==> src/rtl/ws2812b_pixel_capture.sv <==
// Purpose: assemble decoded WS2812B bits into 24-bit GRB pixels, track frame position and latch gap, and capture one selected pixel.
// Latency: 1 cycle from the 24th bit_valid edge to pixel_done/pixel_grb/cap_*; frame_done appears LATCH_CYCLES+1 edges after the last bit.
// Backpressure: none; a bit is accepted on every cycle bit_valid is high, back-to-back included.
//
// Ports:
//   clk, rst_n              system clock, asynchronous active-low reset
//   bit_valid, bit_value    decoded bit strobe and value from the pulse decoder
//   pixel_sel               pixel index to capture, latched at the start of each frame
//   pixel_done/_index/_grb  per-pixel pulse, its index (saturating at 255) and {G,R,B} word
//   cap_g/_r/_b, cap_valid  captured colour of the selected pixel and its update flag
//   frame_done              one-cycle pulse when the latch gap ends a frame
//   frame_partial           last ended frame finished with an incomplete pixel
//   overflow                pixel counter saturated in the current/last frame
`timescale 1ns/1ps

module ws2812b_pixel_capture #(
    parameter int CLK_HZ       = 64000000,
    parameter int LATCH_CYCLES = 3200
) (
    input  logic        clk,
    input  logic        rst_n,
    input  logic        bit_valid,
    input  logic        bit_value,
    input  logic [7:0]  pixel_sel,
    output logic        pixel_done,
    output logic [7:0]  pixel_index,
    output logic [23:0] pixel_grb,
    output logic [7:0]  cap_g,
    output logic [7:0]  cap_r,
    output logic [7:0]  cap_b,
    output logic        cap_valid,
    output logic        frame_done,
    output logic        frame_partial,
    output logic        overflow
);

    // CLK_HZ only documents the intended clock; it takes part in the parameter sanity check.
    if (CLK_HZ <= 0 || LATCH_CYCLES < 2 || LATCH_CYCLES > 65535) begin : g_param_check
        $error("ws2812b_pixel_capture: illegal CLK_HZ or LATCH_CYCLES");
    end

    localparam logic [15:0] LATCH_LIM = 16'(LATCH_CYCLES);
    localparam logic [4:0]  LAST_BIT  = 5'd23;
    localparam logic [7:0]  PIX_MAX   = 8'd255;

    typedef enum logic {
        S_IDLE = 1'b0,
        S_RECV = 1'b1
    } state_t;

    state_t      r_state;
    state_t      w_state_nxt;

    logic [23:0] r_sh;
    logic [4:0]  r_bit_cnt;
    logic [7:0]  r_pix_cnt;
    logic [7:0]  r_sel;
    logic [15:0] r_idle_cnt;

    logic        r_pixel_done;
    logic [7:0]  r_pixel_index;
    logic [23:0] r_pixel_grb;
    logic [7:0]  r_cap_g;
    logic [7:0]  r_cap_r;
    logic [7:0]  r_cap_b;
    logic        r_cap_valid;
    logic        r_frame_done;
    logic        r_frame_partial;
    logic        r_overflow;

    logic        w_start;
    logic        w_timeout;
    logic        w_last_bit;
    logic [23:0] w_word;

    // ---------------------------------------------------------------
    // FSM: state register
    // ---------------------------------------------------------------
    always_ff @(posedge clk or negedge rst_n) begin
        if (!rst_n) begin
            r_state <= S_IDLE;
        end else begin
            r_state <= w_state_nxt;
        end
    end

    // ---------------------------------------------------------------
    // FSM: next-state logic
    // ---------------------------------------------------------------
    always_comb begin
        w_state_nxt = r_state;
        case (r_state)
            S_IDLE:  if (bit_valid) w_state_nxt = S_RECV;
            S_RECV:  if (w_timeout) w_state_nxt = S_IDLE;
            default: w_state_nxt = S_IDLE;
        endcase
    end

    // ---------------------------------------------------------------
    // FSM: output decode. A bit arriving on the timeout edge keeps the
    // frame alive, so the timeout is qualified by the absence of a bit.
    // ---------------------------------------------------------------
    always_comb begin
        w_start   = 1'b0;
        w_timeout = 1'b0;
        case (r_state)
            S_IDLE:  w_start   = bit_valid;
            S_RECV:  w_timeout = !bit_valid && (r_idle_cnt == LATCH_LIM);
            default: begin
                w_start   = 1'b0;
                w_timeout = 1'b0;
            end
        endcase
    end

    assign w_last_bit = bit_valid && (r_bit_cnt == LAST_BIT);
    assign w_word     = {r_sh[22:0], bit_value};

    // ---------------------------------------------------------------
    // Idle counter: free-running in both states, saturating at the
    // latch length so it never wraps back into a false gap.
    // ---------------------------------------------------------------
    always_ff @(posedge clk or negedge rst_n) begin
        if (!rst_n) begin
            r_idle_cnt <= 16'd0;
        end else if (bit_valid) begin
            r_idle_cnt <= 16'd0;
        end else if (r_idle_cnt != LATCH_LIM) begin
            r_idle_cnt <= r_idle_cnt + 16'd1;
        end
    end

    // ---------------------------------------------------------------
    // Bit assembly, pixel counting and capture
    // ---------------------------------------------------------------
    always_ff @(posedge clk or negedge rst_n) begin
        if (!rst_n) begin
            r_sh            <= 24'd0;
            r_bit_cnt       <= 5'd0;
            r_pix_cnt       <= 8'd0;
            r_sel           <= 8'd0;
            r_pixel_done    <= 1'b0;
            r_pixel_index   <= 8'd0;
            r_pixel_grb     <= 24'd0;
            r_cap_g         <= 8'd0;
            r_cap_r         <= 8'd0;
            r_cap_b         <= 8'd0;
            r_cap_valid     <= 1'b0;
            r_frame_done    <= 1'b0;
            r_frame_partial <= 1'b0;
            r_overflow      <= 1'b0;
        end else begin
            r_pixel_done <= 1'b0;
            r_frame_done <= 1'b0;

            if (w_timeout) begin
                // End of frame: any trailing partial pixel is dropped.
                r_frame_done    <= 1'b1;
                r_frame_partial <= (r_bit_cnt != 5'd0);
                r_bit_cnt       <= 5'd0;
                r_pix_cnt       <= 8'd0;
                r_sh            <= 24'd0;
            end else if (bit_valid) begin
                if (w_start) begin
                    // Selection is frozen for the whole frame.
                    r_sel       <= pixel_sel;
                    r_cap_valid <= 1'b0;
                    r_overflow  <= 1'b0;
                end

                r_sh <= w_word;

                if (w_last_bit) begin
                    r_bit_cnt     <= 5'd0;
                    r_pixel_grb   <= w_word;
                    r_pixel_index <= r_pix_cnt;
                    r_pixel_done  <= 1'b1;

                    // Once saturated, index 255 no longer names a unique pixel.
                    if ((r_pix_cnt == r_sel) && !r_overflow) begin
                        r_cap_g     <= w_word[23:16];
                        r_cap_r     <= w_word[15:8];
                        r_cap_b     <= w_word[7:0];
                        r_cap_valid <= 1'b1;
                    end

                    if (r_pix_cnt == PIX_MAX) begin
                        r_overflow <= 1'b1;
                    end else begin
                        r_pix_cnt <= r_pix_cnt + 8'd1;
                    end
                end else begin
                    r_bit_cnt <= r_bit_cnt + 5'd1;
                end
            end
        end
    end

    assign pixel_done    = r_pixel_done;
    assign pixel_index   = r_pixel_index;
    assign pixel_grb     = r_pixel_grb;
    assign cap_g         = r_cap_g;
    assign cap_r         = r_cap_r;
    assign cap_b         = r_cap_b;
    assign cap_valid     = r_cap_valid;
    assign frame_done    = r_frame_done;
    assign frame_partial = r_frame_partial;
    assign overflow      = r_overflow;

endmodule
==> config.mk <==
export PLATFORM = sky130hd
export DESIGN_NAME = ws2812b_pixel_capture
export DESIGN_NICKNAME = d
export VERILOG_FILES = /design/src/rtl/ws2812b_pixel_capture.sv
export SDC_FILE = /design/constraint.sdc
export NUM_CORES = 1
export LEC_CHECK = 0
export BUFFER_PORTS_ARGS = -buffer_cell sky130_fd_sc_hd__buf_2
export CORE_ASPECT_RATIO = 1.2
export CORE_MARGIN = 1.5
export CORE_UTILIZATION = 40
export CTS_BUF_LIST = sky130_fd_sc_hd__clkbuf_16
export DETAILED_ROUTE_END_ITERATION = 8
export GPL_TIMING_DRIVEN = 0
export HOLD_SLACK_MARGIN = 0.06
export PLACE_DENSITY = 0.59
export SYNTH_ARGS = -nofsm -noshare
export SYNTH_HDL_FRONTEND = slang
export SYNTH_SLANG_ARGS = --single-unit
==> constraint.sdc <==
create_clock -name clk -period 1.98 [get_ports clk]
set_clock_uncertainty 0.2 [all_clocks]
set_input_delay 0.198 -clock clk [delete_from_list [all_inputs] [get_ports clk]]
set_output_delay 0.198 -clock clk [all_outputs]
set_load 0.02 [all_outputs]
==> results summary, run 1 <==
The share of flip-flops with an asynchronous set or reset came out at 100.0%. The top-level I/O count is 73. The number of hold-slack violations in the final timing report came out at 0.

The total grt overflow came out at 0. The via count of the first global-routing pass came out at 4100. The mapped netlist covers 5300 um^2. The headroom to the max-slew limit is 58.19%. The final design instance area without fill came out at 7036 um^2. After floorplanning, the core was sized to cover 12780 um^2. At the worst endpoint, the required time is 2.08 ns.

The wire-length estimate of the detail-placed layout is 7983 um. The vertical die dimension came out at 129.1 um. The post-layout worst setup margin came out at -0.2504 ns. In the final layout, the multi-input gates occupy 2188 um^2.

The share of final-layout standard cells stronger than drive strength 1 is 31.93%. At the pin with the least slew margin, the transition time is 0.6272 ns. The sequential group share of total power came out at 44.6%. The synthesized area per cell came out at 10.45 um^2.

For this design the total switching power over the nets is 1.766 mW. The placer congestion estimate is 0.7440. The synthesis-stage register bit count came out at 122. The checks that failed: setup timing.

The share of synthesized area occupied by flip-flops and latches came out at 57.60%. The net count after synthesis is 524. Static timing analysis puts the maximum clock frequency at 0.4484 GHz. The startpoint identified for the worst register-to-register timing path is r_bit_cnt[0]$_DFFE_PN0P_. The data arrival at the endpoint of the critical path is 2.33 ns. Buffers inserted during clock tree synthesis total 17. The max-slew violation total from the final report came out at 0. The slowest stage of the critical path belongs to the cell sky130_fd_sc_hd__dfrtp_1. The library cell used most frequently in the layout, excluding fill and tap cells, is sky130_fd_sc_hd__nand2_1. The number of instances in the placed design is 744.

The static power due to leakage is 3.563 nW. The clock sink total is 122. The signal on the critical path passes through ha_4 > nand2_2 > or3_1 > buf_6 > clkinv_8 > nand4_4 > buf_12 > buf_12 > mux2_4. The combined global-route utilization of all metal layers came out at 18.90%.

The part of the total power dissipated in the clock network came out at 44.0%. The count of antenna diodes in the layout came out at 0. The number of nets in the finished design is 647. The endpoint identified for the worst register-to-register timing path is cap_r[4]$_DFFE_PN0P_.

The initialized floorplan defines 45 standard-cell rows. The number of iterations in the first detailed-routing pass is 4. CTS built an H-tree with a depth of 4. The areal power density over the cells came out at 942.7 nW/um^2. The starting density of the core came out at 41.47%.

After synthesis, the netlist uses 47 different library cells. The longest individual stage delay on the worst path came out at 0.40 ns. For this run, design rule violations remaining after detail routing come to 0. The maximum count of clock buffers along a single path came out at 2. The clock period minus worst slack is 2.230 ns. The Yosys step of the flow raised 0 warnings. The worst register-to-register path has a depth of 9. The fraction of the cycle the final worst path needs came out at 112.6%. The floorplan step set the die width to 108.1 um. The max-cap violation count came out at 0. The number of flip-flops in the largest register came out at 24. The most critical setup path has its startpoint at r_bit_cnt[0]$_DFFE_PN0P_.

The die covers 13950 um^2. Setup violations remaining at the end of the flow were counted as 29. The initial antenna violation count came to 0. In the routed layout, each cell is associated on average with a via count of 5.099. The clock-pin transition on the worst setup and hold timing paths came out at 0.05 ns. In the layout the commonest cells are 129 x sky130_fd_sc_hd__nand2_1, 117 x sky130_fd_sc_hd__dfrtp_1, 73 x sky130_fd_sc_hd__buf_2.

The routed via count is 4110. Compared with the post-synthesis result, the final layout area differs by 32.74%. In this run the register-to-register setup slack is -0.25 ns. The maximum ir drop on the vdd rail is 0.0003831 V. The clock latency reported for the late side of the worst-skew pair is 0.41 ns. The sum of routed wire length over all layers is 12610 um. Clock tree synthesis selected as its root buffer the cell sky130_fd_sc_hd__clkbuf_16. The cell count after synthesis is 507.

The sort of element at the end of the critical path is a flip-flop. In the synthesized netlist the dominant register cell turns out to be sky130_fd_sc_hd__dfrtp_1. The tightest min-delay check is of the in -> async type.

In this design, the critical path's most frequently occurring cell is sky130_fd_sc_hd__buf_12. Internal power comes to 4.866 mW. The global-route wire length before repair is 20280 um. The sequential standard cell area is 3059 um^2. The final cell count without fillers is 806. Of the total power, combinational logic draws 11.3%. The placed cell area came out at 5923 um^2.

Setup repair after global routing could not meet its margin everywhere. The maximum fanout count along the critical path is 10. The layout has 1088 filler cells. In the final routed layout, each cell accounts on average for 15.64 um. The number of nets with antenna violations after routing is 0. The final core utilization is 55.05%. The number of flops mapped to enable cells by yosys is 0. The initial DRC count came out at 223. The switching share of power came out at 26.63%.

Entering global routing, the biggest net connects 74 pins. The flow ran to the end, but the final reports show violations. The class of the most critical setup path is reg -> reg. The category of the worst setup path launch point is a flip-flop. TritonCTS built the clock tree. The number of buffers inserted by port buffering is 72.
==> cell type report <==
type	instances	area share, %
Buffer	27	2.703
Clock buffer	17	6.047
Clock inverter	14	1.885
Inverter	9	0.6580
Multi-Input combinational cell	344	31.10
Sequential cell	122	43.48
Tap cell	164	2.917
Timing Repair Buffer	109	11.20
==> cell families after synthesis <==
logic type                 count (synthesis)  synth area share [%]
DFF                                      122                 57.60
buffers and inverters                     41                 3.400
and+or+nand+nor                          206                 17.82
AOI/OAI and AO/OA                         78                 7.956
muxes                                     35                 8.735
xor gates and xnor gates                  20                 3.305
adders and majority gates                  5                 1.180
==> worst max path at each step <==
stage,endpoint,slack [ns],cells after the start
6_report,cap_r[4]$_DFFE_PN0P_,-0.25,9
5_1_grt,cap_g[3]$_DFFE_PN0P_,-0.29,9
4_1_cts,cap_r[4]$_DFFE_PN0P_,-0.26,9
3_5_place_dp,frame_partial$_DFFE_PN0P_,-0.47,5
3_3_place_gp,cap_g[5]$_DFFE_PN0P_,-1.07,1
2_1_floorplan,cap_b[2]$_DFFE_PN0P_,-0.12,8
==> per-layer routing <==
layer  wire length [um]  track usage [%]  share of wire, %  vias to the layer above
met5                  0                0                 0                        -
met4                212            7.817               1.7                        0
met3                432            4.024               3.4                       18
met2               6629            33.25                53                       94
met1               5334            22.36                42                     2022
li1                   -                -                 -                     1976
==> Yosys cell counts (all sizes together), types with 3 or more instances <==
| master | count | area [um^2] |
|---|---|---|
| ha | 5 | 62.56 |
| xor2 | 15 | 131.4 |
| dfrtp | 122 | 3053 |
| nand2 | 131 | 491.7 |
| o21ai | 59 | 295.3 |
| xnor2 | 5 | 43.79 |
| mux2 | 33 | 442.9 |
| nor4 | 4 | 31.28 |
| nor3 | 7 | 35.03 |
| inv | 8 | 30.03 |
| clkbuf | 24 | 90.09 |
| or4 | 3 | 22.52 |
| nand4 | 10 | 77.57 |
| a21oi | 7 | 35.03 |
| o31ai | 4 | 30.03 |
| nor2 | 20 | 77.58 |
| nand3 | 9 | 45.04 |
| nand2b | 3 | 18.77 |
| or3 | 5 | 31.28 |
| buf | 8 | 51.30 |
==> what timing repair did <==
item	CTS	global route
setup buffers	13	11
endpoints found under the hold margin	134	0
endpoints found under the setup margin	96	86
pin swaps	7	4
gates cloned	1	1
hold buffers	11	0
gates resized for setup	30	70
==> worst max-delay path: cells and delay by family (launching register included) <==
family	cells	cell delay, ns
flip-flops	1	0.40
multiplexers	1	0.30
buffers and inverters	4	0.53
adder cells (fa/ha/maj)	1	0.16
AND/OR/NAND/NOR	3	0.52
==> through the flow <==
stage	power (mW)	hold WS (ns)	setup TNS (ns)	worst slack, ns
final	6.632	0.09497	-6.065	-0.2504
after global routing	6.918	0.1448	-7.205	-0.2852
after detailed placement	3.649	-0.02761	-20.25	-0.4705
after global placement	3.605	0.2320	-146.56	-1.067
after floorplan	3.350	-0.2976	-2.186	-0.1166
after CTS	6.638	0.09799	-5.743	-0.2579
==> power groups by stage <==
| stage | combinational [mW] | sequential (mW) | clock [mW] |
|---|---|---|---|
| floorplan | 0.333 | 3.02 | 0 |
| global placement | 0.625 | 2.98 | 0 |
| detailed placement | 0.656 | 2.99 | 0 |
| CTS | 0.714 | 2.95 | 2.97 |
| global route | 0.838 | 2.99 | 3.09 |
| finish | 0.751 | 2.96 | 2.92 |
(Power assumes the default switching activity.)
==> run 2, diff against run 1 <==
--- a/config.mk
+++ b/config.mk
@@ -13,7 +13,8 @@
 export DETAILED_ROUTE_END_ITERATION = 8
 export GPL_TIMING_DRIVEN = 0
 export HOLD_SLACK_MARGIN = 0.06
-export PLACE_DENSITY = 0.59
+export PLACE_DENSITY = 0.57
+export SLEW_MARGIN = 20
 export SYNTH_ARGS = -nofsm -noshare
 export SYNTH_HDL_FRONTEND = slang
 export SYNTH_SLANG_ARGS = --single-unit
==> constraint.sdc (replaced) <==
create_clock -name clk -period 2.2 [get_ports clk]
set_clock_uncertainty 0.2 [all_clocks]
set_input_delay 0.22 -clock clk [delete_from_list [all_inputs] [get_ports clk]]
set_output_delay 0.22 -clock clk [all_outputs]
set_load 0.02 [all_outputs]
==> run 2 against run 1 <==
The run now ends clean. Fmax grew 3.8%. Utilization shrank 2.0 points. Cell count shrank 0.99%. Final area shrank 3.7%. Clock-buffer cell count is the same. Register-to-register slack gained 0.30 ns. Sequential share of layout area grew 1.6 points. Power shrank 8.7%. Clock power shrank 5%.
==> results summary, run 2 (synthesis results as in run 1) <==
Of the total power, the clock network draws 45.7%. The number of buffers inserted during clock tree synthesis is 17. Summed over all cells, the static leakage comes to 3.442 nW. The library cell used most frequently in the layout, excluding fill and tap cells, is sky130_fd_sc_hd__nand2_1. The detailed router finished its first iteration with 193 violations. VDD sags by at most 0.0004388 V. The maximum count of clock buffers along a single path is 2. The core footprint is 12780 um^2. The worst pin sits at a relative slew slack of 57.79%. The number of vias per cell after detailed routing came out at 5.026.

The via count of the first global-routing pass was 3949. The number of nets in the finished design came out at 638. The detailed-route wire length per cell is 15.11 um. The vertical die dimension is 129.1 um. In this run the worst hold path is classified as in -> async.

Internal power comes to 4.470 mW. The number of iterations in the first detailed-routing pass is 4. The number of antenna diodes in the final layout is 0.

The longest individual stage delay on the worst path is 0.39 ns. The clock sink total came out at 122. The starting density of the core is 41.47%.

The number of hold-slack violations in the final timing report is 0. The data arrival at the endpoint of the critical path came out at 2.25 ns. The maximum fanout count along the critical path is 10. The library cells used most frequently in the layout, excluding fill and tap cells, are 130 x sky130_fd_sc_hd__nand2_1, 119 x sky130_fd_sc_hd__dfrtp_1, 73 x sky130_fd_sc_hd__buf_2. The startpoint identified for the worst register-to-register timing path is r_bit_cnt[0]$_DFFE_PN0P_. The final core utilization came out at 53.02%. The share of power burned in combinational logic is 10.5%. The combined global-route utilization of all metal layers came out at 18.76%. The number of instances in the placed design is 744.

The areal power density over the cells is 893.5 nW/um^2. The CTS tree is yes. The placement row count came out at 45. The half-perimeter wire length after detailed placement came out at 7874 um. Across the run, the number of max-cap violations was 0.

The net switching power came out at 1.585 mW. In the finished design, the share of the clock period the worst path needs comes to 97.70%. The flow ran to the end, and the final reports show no timing, DRC or antenna violations. The placer congestion estimate is 0.7703. The number of nets with antenna violations after routing is 0.

For this design the top-level I/O count stands at 73. The die is 108.1 um wide. The slowest stage of the critical path is the sky130_fd_sc_hd__dfrtp_1 cell. The routed via count came out at 4011. The number of setup violations in the final report came out at 0.

The switching share of power is 26.17%. The first global-routing pass estimated 20200 um of wire. The worst setup path is of the reg -> reg kind.

Per report_power, the sequential group accounts for 43.8% of the total. The worst setup path is captured at a flip-flop. The pin count of the biggest net entering global routing is 67. In this run the critical register-to-register path is captured at cap_r[2]$_DFFE_PN0P_.

The top cell family by delay on the critical path is simple AND/OR/NAND/NOR gates. The slew of the pin with the lowest slew margin came out at 0.6331 ns. The max-slew violation total from the final report was 0. The category of the worst setup path launch point is a flip-flop. The critical path goes through ha_4 > nand2_2 > or3_4 > clkinv_8 > nand4_4 > buf_6 > buf_12 > mux2_4. The total grt overflow is 0. After the flow finishes, the layout carries non-filler instances totaling 798. The buffers plus inverters on the worst setup path is 3. The data required time at the worst endpoint is 2.30 ns. The number of buffers inserted by port buffering came out at 72.

In the final layout, the share of cells above drive strength 1 is 26.50%. The clock period minus worst slack came out at 2.149 ns. Clock-pin slew was measured on the worst setup and hold paths at 0.05 ns. The number of levels in the clock H-tree is 4. The clock latency reported for the late side of the worst-skew pair came out at 0.42 ns. Timing would allow up to 0.4653 GHz. The final layout contains routed wiring with a total length of 12060 um. The setup check on the worst reg-to-reg path leaves a slack of 0.05 ns. The initial antenna violation count was 0.

Setup repair after global routing left no endpoint under its margin. The cell count of the worst reg-to-reg path is 8. The die covers 13950 um^2.

After detailed routing, the number of remaining DRC violations is 0. The number of flip-flops in the largest register is 24. The area growth from synthesis to layout came out at 27.86%. The clock root buffer is sky130_fd_sc_hd__clkbuf_16.
==> run 2: changes by cell type in the layout (fill, tap and decap cells not counted), moves of 2 or more <==
cell	delta
sky130_fd_sc_hd__nor4b_2	-2
sky130_fd_sc_hd__o21ai_0	+17
sky130_fd_sc_hd__buf_4	-5
sky130_fd_sc_hd__o21ai_2	-5
sky130_fd_sc_hd__dfrtp_1	+2
sky130_fd_sc_hd__buf_8	-4
sky130_fd_sc_hd__inv_1	+2
sky130_fd_sc_hd__clkbuf_1	+8
sky130_fd_sc_hd__nor4b_1	+2
sky130_fd_sc_hd__nor4_2	-2
sky130_fd_sc_hd__buf_6	-6
sky130_fd_sc_hd__dfrtp_2	-2
sky130_fd_sc_hd__o21ai_1	-11
sky130_fd_sc_hd__buf_1	+3
==> run 2: worst max path at each step <==
stage                                    startpoint                         to  slack [ns]  depth (start not counted)
after global routing      r_idle_cnt[0]$_DFFE_PN0P_  frame_partial$_DFFE_PN0P_      0.0001                          7
after CTS                  r_pix_cnt[5]$_DFFE_PN0P_       cap_b[3]$_DFFE_PN0P_      0.0004                          7
after floorplan            r_bit_cnt[0]$_DFFE_PN0P_       cap_b[2]$_DFFE_PN0P_        0.05                          8
after global placement                        rst_n       cap_g[5]$_DFFE_PN0P_       -0.85                          1
final                      r_bit_cnt[0]$_DFFE_PN0P_       cap_r[2]$_DFFE_PN0P_        0.05                          8
after detailed placement   r_bit_cnt[0]$_DFFE_PN0P_       cap_g[3]$_DFFE_PN0P_       -0.27                          8
==> run 2: power groups by stage <==
stage / registers [mW] / clock network [mW] / logic, mW
final: 2.65 / 2.77 / 0.635
after global routing: 2.68 / 2.92 / 0.720
after CTS: 2.65 / 2.81 / 0.633
after detailed placement: 2.69 / 0 / 0.581
after global placement: 2.68 / 0 / 0.560
after floorplan: 2.71 / 0 / 0.297
==> run 2: cell type report <==
| class | instances | area, um^2 |
|---|---|---|
| Inverter | 9 | 46.29 |
| Sequential cell | 122 | 3057 |
| Multi-Input combinational cell | 344 | 2113 |
| Timing Repair Buffer | 99 | 628.1 |
| Clock inverter | 15 | 160.2 |
| Buffer | 28 | 141.4 |
| Tap cell | 164 | 205.2 |
| Clock buffer | 17 | 425.4 |
| Fill cell | 1155 | 6005 |
==> run 2: timing repair <==
item	4_1_cts	5_1_grt
hold buffers	11	0
setup buffers	12	3
resized for setup	15	9
setup endpoints to repair	61	31
hold endpoints to repair	77	0
pin swaps	3	3
==> run 2: layer usage <==
metal,global-route usage [%],routed length (um),vias up
met4,5.805,179,0
met2,31.05,6068,83
li1,-,-,1944
met5,0,0,-
met1,24.13,5261,1968
met3,4.980,550,16
==> run 2: stage by stage <==
stage	total power [mW]	cell area, um^2	setup TNS (ns)	hold slack (ns)	setup WS (ns)
final	6.055	6777	0	0.1787	0.05069
after global routing	6.324	6777	0	0.2464	0.00009792
after CTS	6.092	6746	0	0.2167	0.0004072
after detailed placement	3.271	5899	-6.234	0.07343	-0.2716
after global placement	3.240	5866	-108.33	0.2529	-0.8516
after floorplan	3.011	5300	0	-0.2756	0.05033
